==> config.mk <==
export PLATFORM = sky130hd
export DESIGN_NAME = piezo_sfx_player_flat
export DESIGN_NICKNAME = d
export VERILOG_FILES = /design/src/rtl/piezo_sfx_if.sv /design/src/rtl/piezo_sfx_player.sv /design/src/flat_wrapper.sv
export SDC_FILE = /design/constraint.sdc
export NUM_CORES = 1
export LEC_CHECK = 0
export CORE_ASPECT_RATIO = 1.75
export CORE_UTILIZATION = 65
export CTS_BUF_LIST = sky130_fd_sc_hd__clkbuf_8 sky130_fd_sc_hd__clkbuf_16
export DETAILED_ROUTE_END_ITERATION = 12
export GPL_ROUTABILITY_DRIVEN = 1
export PLACE_DENSITY = 0.83
export SLEW_MARGIN = 20
export SYNTH_ARGS = -nofsm -noshare
export SYNTH_HDL_FRONTEND = slang
export SYNTH_SLANG_ARGS = --single-unit
==> constraint.sdc <==
create_clock -name i_Clk -period 5.9 [get_ports i_Clk]
set_input_delay 1.77 -clock i_Clk [delete_from_list [all_inputs] [get_ports i_Clk]]
set_output_delay 1.77 -clock i_Clk [all_outputs]
set_load 0.005 [all_outputs]
==> src/rtl/piezo_sfx_if.sv <==
// piezo_sfx_if: sound-command and piezo/status signals between the game core (master) and the player (slave).
interface piezo_sfx_if;
  logic [1:0] i_Sound_Cmd;
  logic       o_Piezo;
  logic       o_Busy;
  logic [1:0] o_Effect;
  modport master(output i_Sound_Cmd, input o_Piezo, o_Busy, o_Effect);
  modport slave(input i_Sound_Cmd, output o_Piezo, o_Busy, o_Effect);
endinterface

==> src/rtl/piezo_sfx_player.sv <==
// piezo_sfx_player: edge-triggered square-wave sound-effect sequencer driving the piezo pin.
// Define SFX_PREEMPT_EN to let equal/higher-code requests restart playback while busy.
module piezo_sfx_player #(
  parameter int CLK_HZ = 50_000_000,
  parameter int GAP_MS = 2
) (
  input logic        i_Clk,
  input logic        i_Rst,
  piezo_sfx_if.slave sfx
);
  localparam int TICK = CLK_HZ / 1000;
  localparam int PW = (TICK > 1) ? $clog2(TICK) : 1;
  function automatic logic [19:0] hp_of(input int f);
    int h;
    h = CLK_HZ / (2 * f);
    return (h < 1) ? 20'd1 : h[19:0];
  endfunction
  // Flattened note ROM: hit at 0, miss at 1..2, game-over at 3..5
  localparam logic [19:0] HP [6] = '{hp_of(1047), hp_of(220), hp_of(196),
                                     hp_of(523), hp_of(392), hp_of(262)};
  localparam logic [15:0] DUR [6] = '{16'd60, 16'd80, 16'd120, 16'd150, 16'd150, 16'd300};
  typedef enum logic [1:0] {IDLE, PLAY, GAP} state_t;
  state_t      state_q;
  logic [1:0]  prev_q, effect_q, idx_q;
  logic [19:0] hp_cnt_q;
  logic [PW-1:0] pre_q;
  logic [15:0] ms_q;
  logic        piezo_q, busy_q;
  logic [2:0]  sel;
  logic [19:0] hp;
  logic [15:0] dur;
  logic        tick, hp_wrap, last, note_end, gap_end, req, start;
  always_comb begin
    sel = (effect_q == 2'd1) ? 3'd0 :
          (effect_q == 2'd2) ? 3'd1 + {1'b0, idx_q} : 3'd3 + {1'b0, idx_q};
    hp = HP[sel];
    dur = DUR[sel];
    tick = pre_q == PW'(TICK - 1);
    hp_wrap = hp_cnt_q == hp - 20'd1;
    last = idx_q == effect_q - 2'd1;
    note_end = (state_q == PLAY) && tick && (ms_q == dur - 16'd1);
    gap_end = (state_q == GAP) && tick && (ms_q == 16'(GAP_MS - 1));
    req = (sfx.i_Sound_Cmd != 2'd0) && (sfx.i_Sound_Cmd != prev_q);
`ifdef SFX_PREEMPT_EN
    start = req && ((state_q == IDLE) || (note_end && last) || (sfx.i_Sound_Cmd >= effect_q));
`else
    start = req && ((state_q == IDLE) || (note_end && last));
`endif
  end
  always_ff @(posedge i_Clk) begin
    if (i_Rst) begin
      state_q  <= IDLE;
      prev_q   <= 2'd0;
      effect_q <= 2'd0;
      idx_q    <= 2'd0;
      hp_cnt_q <= '0;
      pre_q    <= '0;
      ms_q     <= '0;
      piezo_q  <= 1'b0;
      busy_q   <= 1'b0;
    end else begin
      prev_q <= sfx.i_Sound_Cmd;
      if (state_q != IDLE) begin
        pre_q    <= tick ? '0 : pre_q + PW'(1);
        ms_q     <= tick ? ms_q + 16'd1 : ms_q;
        hp_cnt_q <= hp_wrap ? 20'd0 : hp_cnt_q + 20'd1;
      end
      if (start) begin
        state_q  <= PLAY;
        effect_q <= sfx.i_Sound_Cmd;
        idx_q    <= 2'd0;
        busy_q   <= 1'b1;
        piezo_q  <= 1'b0;
        hp_cnt_q <= '0;
        pre_q    <= '0;
        ms_q     <= '0;
      end else if (note_end) begin
        state_q  <= last ? IDLE : GAP;
        effect_q <= last ? 2'd0 : effect_q;
        busy_q   <= !last;
        piezo_q  <= 1'b0;
        hp_cnt_q <= '0;
        pre_q    <= '0;
        ms_q     <= '0;
      end else if (gap_end) begin
        state_q  <= PLAY;
        idx_q    <= idx_q + 2'd1;
        hp_cnt_q <= '0;
        pre_q    <= '0;
        ms_q     <= '0;
      end else if (state_q == PLAY && hp_wrap) begin
        piezo_q <= !piezo_q;
      end
    end
  end
  assign sfx.o_Piezo  = piezo_q;
  assign sfx.o_Busy   = busy_q;
  assign sfx.o_Effect = effect_q;
endmodule
==> src/flat_wrapper.sv <==
// flat-port wrapper written by rule: the top's interface ports become plain ports
module piezo_sfx_player_flat 
#(
  parameter int CLK_HZ = 50_000_000,
  parameter int GAP_MS = 2
)
  (i_Clk, i_Rst, sfx_i_Sound_Cmd, sfx_o_Piezo, sfx_o_Busy, sfx_o_Effect);
  piezo_sfx_if sfx_i ();
  input logic i_Clk;
  input logic i_Rst;
  input wire logic [$bits(sfx_i.i_Sound_Cmd)-1:0] sfx_i_Sound_Cmd;
  output wire logic [$bits(sfx_i.o_Piezo)-1:0] sfx_o_Piezo;
  output wire logic [$bits(sfx_i.o_Busy)-1:0] sfx_o_Busy;
  output wire logic [$bits(sfx_i.o_Effect)-1:0] sfx_o_Effect;
  assign sfx_i.i_Sound_Cmd = sfx_i_Sound_Cmd;
  assign sfx_o_Piezo = sfx_i.o_Piezo;
  assign sfx_o_Busy = sfx_i.o_Busy;
  assign sfx_o_Effect = sfx_i.o_Effect;
  piezo_sfx_player #(.CLK_HZ(CLK_HZ), .GAP_MS(GAP_MS)) u_core (.i_Clk(i_Clk), .i_Rst(i_Rst), .sfx(sfx_i));
endmodule
==> impl_metrics.tcl <==
set metrics [dict create \
    period_needed_ns 4.50 \
    viasPerCell 6.00 \
    cp_max_fo 32 \
    grtUsageTotal 0.289 \
    setup_viol 0 \
    synth_flop_cell "dfxtp_1" \
    grt_pass1_wl_um 12900 \
    place_area_mm2 0.00367 \
    async_flop_share 0 \
    crit_start "u_core.idx_q[0]$_SDFFE_PP0P_" \
    gp_congestion 0.875 \
    clk_latency_ns 0.36 \
    dieArea_mm2 0.00587 \
    cts-root-buf "clkbuf_8" \
    die_h_um 101 \
    cts_tree "yes" \
    slew_violations 0 \
    cp_slowest_cell "or3_1" \
    max_clock_freq_ghz 0.222 \
    via_count 3042 \
    synth_edf_count 0 \
    status "finished, final reports clean" \
    cts_setup_buffers 0 \
    areaGrowthSynthToFinish_pct 7.75 \
    mostFrequentLayoutCell "dfxtp_1" \
    stdcell_count 507 \
    antenna_cells 0 \
    post-place-cells 491 \
    worstMarginPinSlew_ns 0.933 \
    route.detailed.drc 0 \
    ctsHoldBuffers 0 \
    wl_per_cell_um 15.4 \
    grt_pass1_vias 2908 \
    start_util 0.682 \
    timing.rr.start "u_core.idx_q[0]$_SDFFE_PP0P_" \
    io_buffers 7 \
    cp-start-kind "register" \
    fin_worst_skew_ns 0.00684 \
    synth.distinct_cells 54 \
    finalHoldViolations 0 \
    leakage_nw 1.33 \
    numClockSinks 62 \
    synth.net_count 445 \
    drtPass1Iterations 4 \
    cts.clk_slew.worst_paths_ns 0.07 \
    synthCells 426 \
    max_stage_delay_ns 0.62 \
    ios 8 \
    fin_nets 447 \
    synth_seq_cells 62 \
    overflow 0 \
    rsz0062_at_grt "no" \
    crit_path_end_kind "register" \
    fin_setup_tns_ns 0 \
    fillers 399 \
    drive_above_1_share 0.0762 \
    dpl_worst_slack_ns 1.46 \
    ys_seq_area_frac 0.343 \
    drv_cap 0 \
    critPathRequiredTime_ns 6.12 \
    core_area_mm2 0.00530 \
    wirelength_um 7800 \
    cts_made_buffers 9 \
    postSynthAreaPerCell_um2 8.49 \
    drt_iter0_markers 171 \
    crit_type "register to register" \
    cp_data_arrival_time_ns 4.72 \
    grt_start_max_net_pins 33 \
    clk_path_buf_depth 2 \
    crit_chain "inv_1 -> fa_1 -> or2_2 -> inv_1 -> ha_1 -> o21a_1 -> nor2_1 -> ha_1 -> xor2_1 -> o2111ai_1 -> nor3b_1 -> and4_4 -> or3_1 -> buf_12 -> nor3_1" \
    dp_hpwl_um 5680 \
    layout_setup_ws_ns 1.40 \
    most-common-layout-cells "dfxtp_1 (62), nor2_1 (46), nand2_1 (41)" \
    syn_area_mm2 0.00361 \
    stdcell_area_mm2 0.00389 \
    hold_ws_ns 0.486 \
    min_from "u_core.sfx.o_Piezo$_SDFFE_PP0P_" \
    detail-route-antenna-nets 0 \
    antenna_found_initial 0 \
    regArea_mm2 0.00124 \
    min_path_type "register to register" \
    multi_input_area_mm2 0.00220 \
    rows 35 \
    slew_headroom 0.374 \
    yosysWarnings 0 \
    fin_crit_sh 0.763 \
    vdd_drop_max_mv 0.220 \
    die_x_um 58.4 \
    cts_max_level 3 \
    powerDensity_mw_per_mm2 241 \
    cts-resized-gates 0 \
]
==> sequential cells by signal, indices dropped and copies added, names as in the netlist <==
name	flops
u_core.hp_cnt_q	20
u_core.ms_q	16
u_core.pre_q	16
u_core.idx_q	2
u_core.prev_q	2
u_core.sfx.o_Effect	2
u_core.state_q	2
u_core.sfx.o_Busy	1
u_core.sfx.o_Piezo	1
==> logic make-up after synthesis <==
logic type | after synthesis | synth area share
and+or+nand+nor | 217 | 0.320
DFF | 62 | 0.343
xor gates and xnor gates | 60 | 0.151
AOI/OAI and AO/OA | 40 | 0.0793
buffers and inverters | 31 | 0.0492
adders and majority gates | 15 | 0.0540
muxes | 1 | 0.00277
==> layer usage <==
layer	wire length, µm	global-route usage	share of wire
met1	3010	0.290	0.39
met2	4260	0.523	0.55
met3	224	0.0680	0.029
met4	304	0.172	0.039
met5	0	0	0
==> path summary, 6_finish.rpt <==
check	end	slack, ns	cells past startpoint
max	u_core.pre_q[15]$_SDFFE_PP0P_	1.40	15
max reg2reg	u_core.pre_q[15]$_SDFFE_PP0P_	1.40	15
min reg2reg	u_core.sfx.o_Piezo$_SDFFE_PP0P_	0.49	2
min	u_core.sfx.o_Piezo$_SDFFE_PP0P_	0.49	2
==> power by group <==
part / leakage (nW) / switching, mW / total [mW] / internal, mW
combinational: 0.724 / 0.0548 / 0.0946 / 0.0398
clock: 0.108 / 0.168 / 0.415 / 0.247
sequential: 0.501 / 0.00610 / 0.429 / 0.423
total: 1.33 / 0.229 / 0.939 / 0.710
==> critical path, delay by kind of cell (launching register included) <==
kind,cells,cell delay (ns)
compound gates,2,0.31
fa+ha+maj,3,1.03
flops,1,0.59
simple gates,6,1.75
xor+xnor,1,0.13
buf+inv,3,0.56
==> cell type report <==
cell class / instances / share of cell area
clock buffers: 10 / 0.0353
clock inverters: 6 / 0.0218
inverters: 14 / 0.0135
multi-input cells: 333 / 0.564
flip-flops and latches: 62 / 0.319
well taps: 74 / 0.0238
repair buffers: 8 / 0.0231
==> Yosys cell counts, types with 2 or more instances <==
master     instances  share of area
and2_1             2         0.0035
o21ai_0            8          0.011
nor3b_1            3         0.0062
clkbuf_1           5         0.0052
or2_2              4         0.0069
nor2b_1            9          0.016
nand3b_1           2         0.0042
o2111ai_1          2         0.0048
nand2_1           41          0.043
and4_1             4         0.0097
nor3_1            34          0.047
o211ai_1           2         0.0042
nand3_1           15          0.021
nor4bb_1           3         0.0083
inv_1             14          0.015
o21a_1             3         0.0062
buf_2              4         0.0055
nand2b_1           4         0.0069
nor4_1             7          0.012
a32o_1             2         0.0055
nor4b_1            4         0.0097
nor2_1            46          0.048
or4_1              2         0.0042
dfxtp_1           62           0.34
nand4_1           18          0.031
and3_1             7          0.012
buf_6              7          0.022
or3_1              3         0.0052
a21oi_1            9          0.012
o31ai_1            4         0.0083
ha_1              14          0.048
xnor2_1           22          0.053
nor3_2             4          0.011
xor2_1            36          0.087
==> metrics by stage <==
step	total power, mW	util
global route	0.973	0.735
detailed placement	0.532	0.693
CTS	0.946	0.735
finish	0.939	0.735
global placement	0.530	0.693
floorplan	0.515	-
No activity file was read; power rests on OpenSTA's default activity.
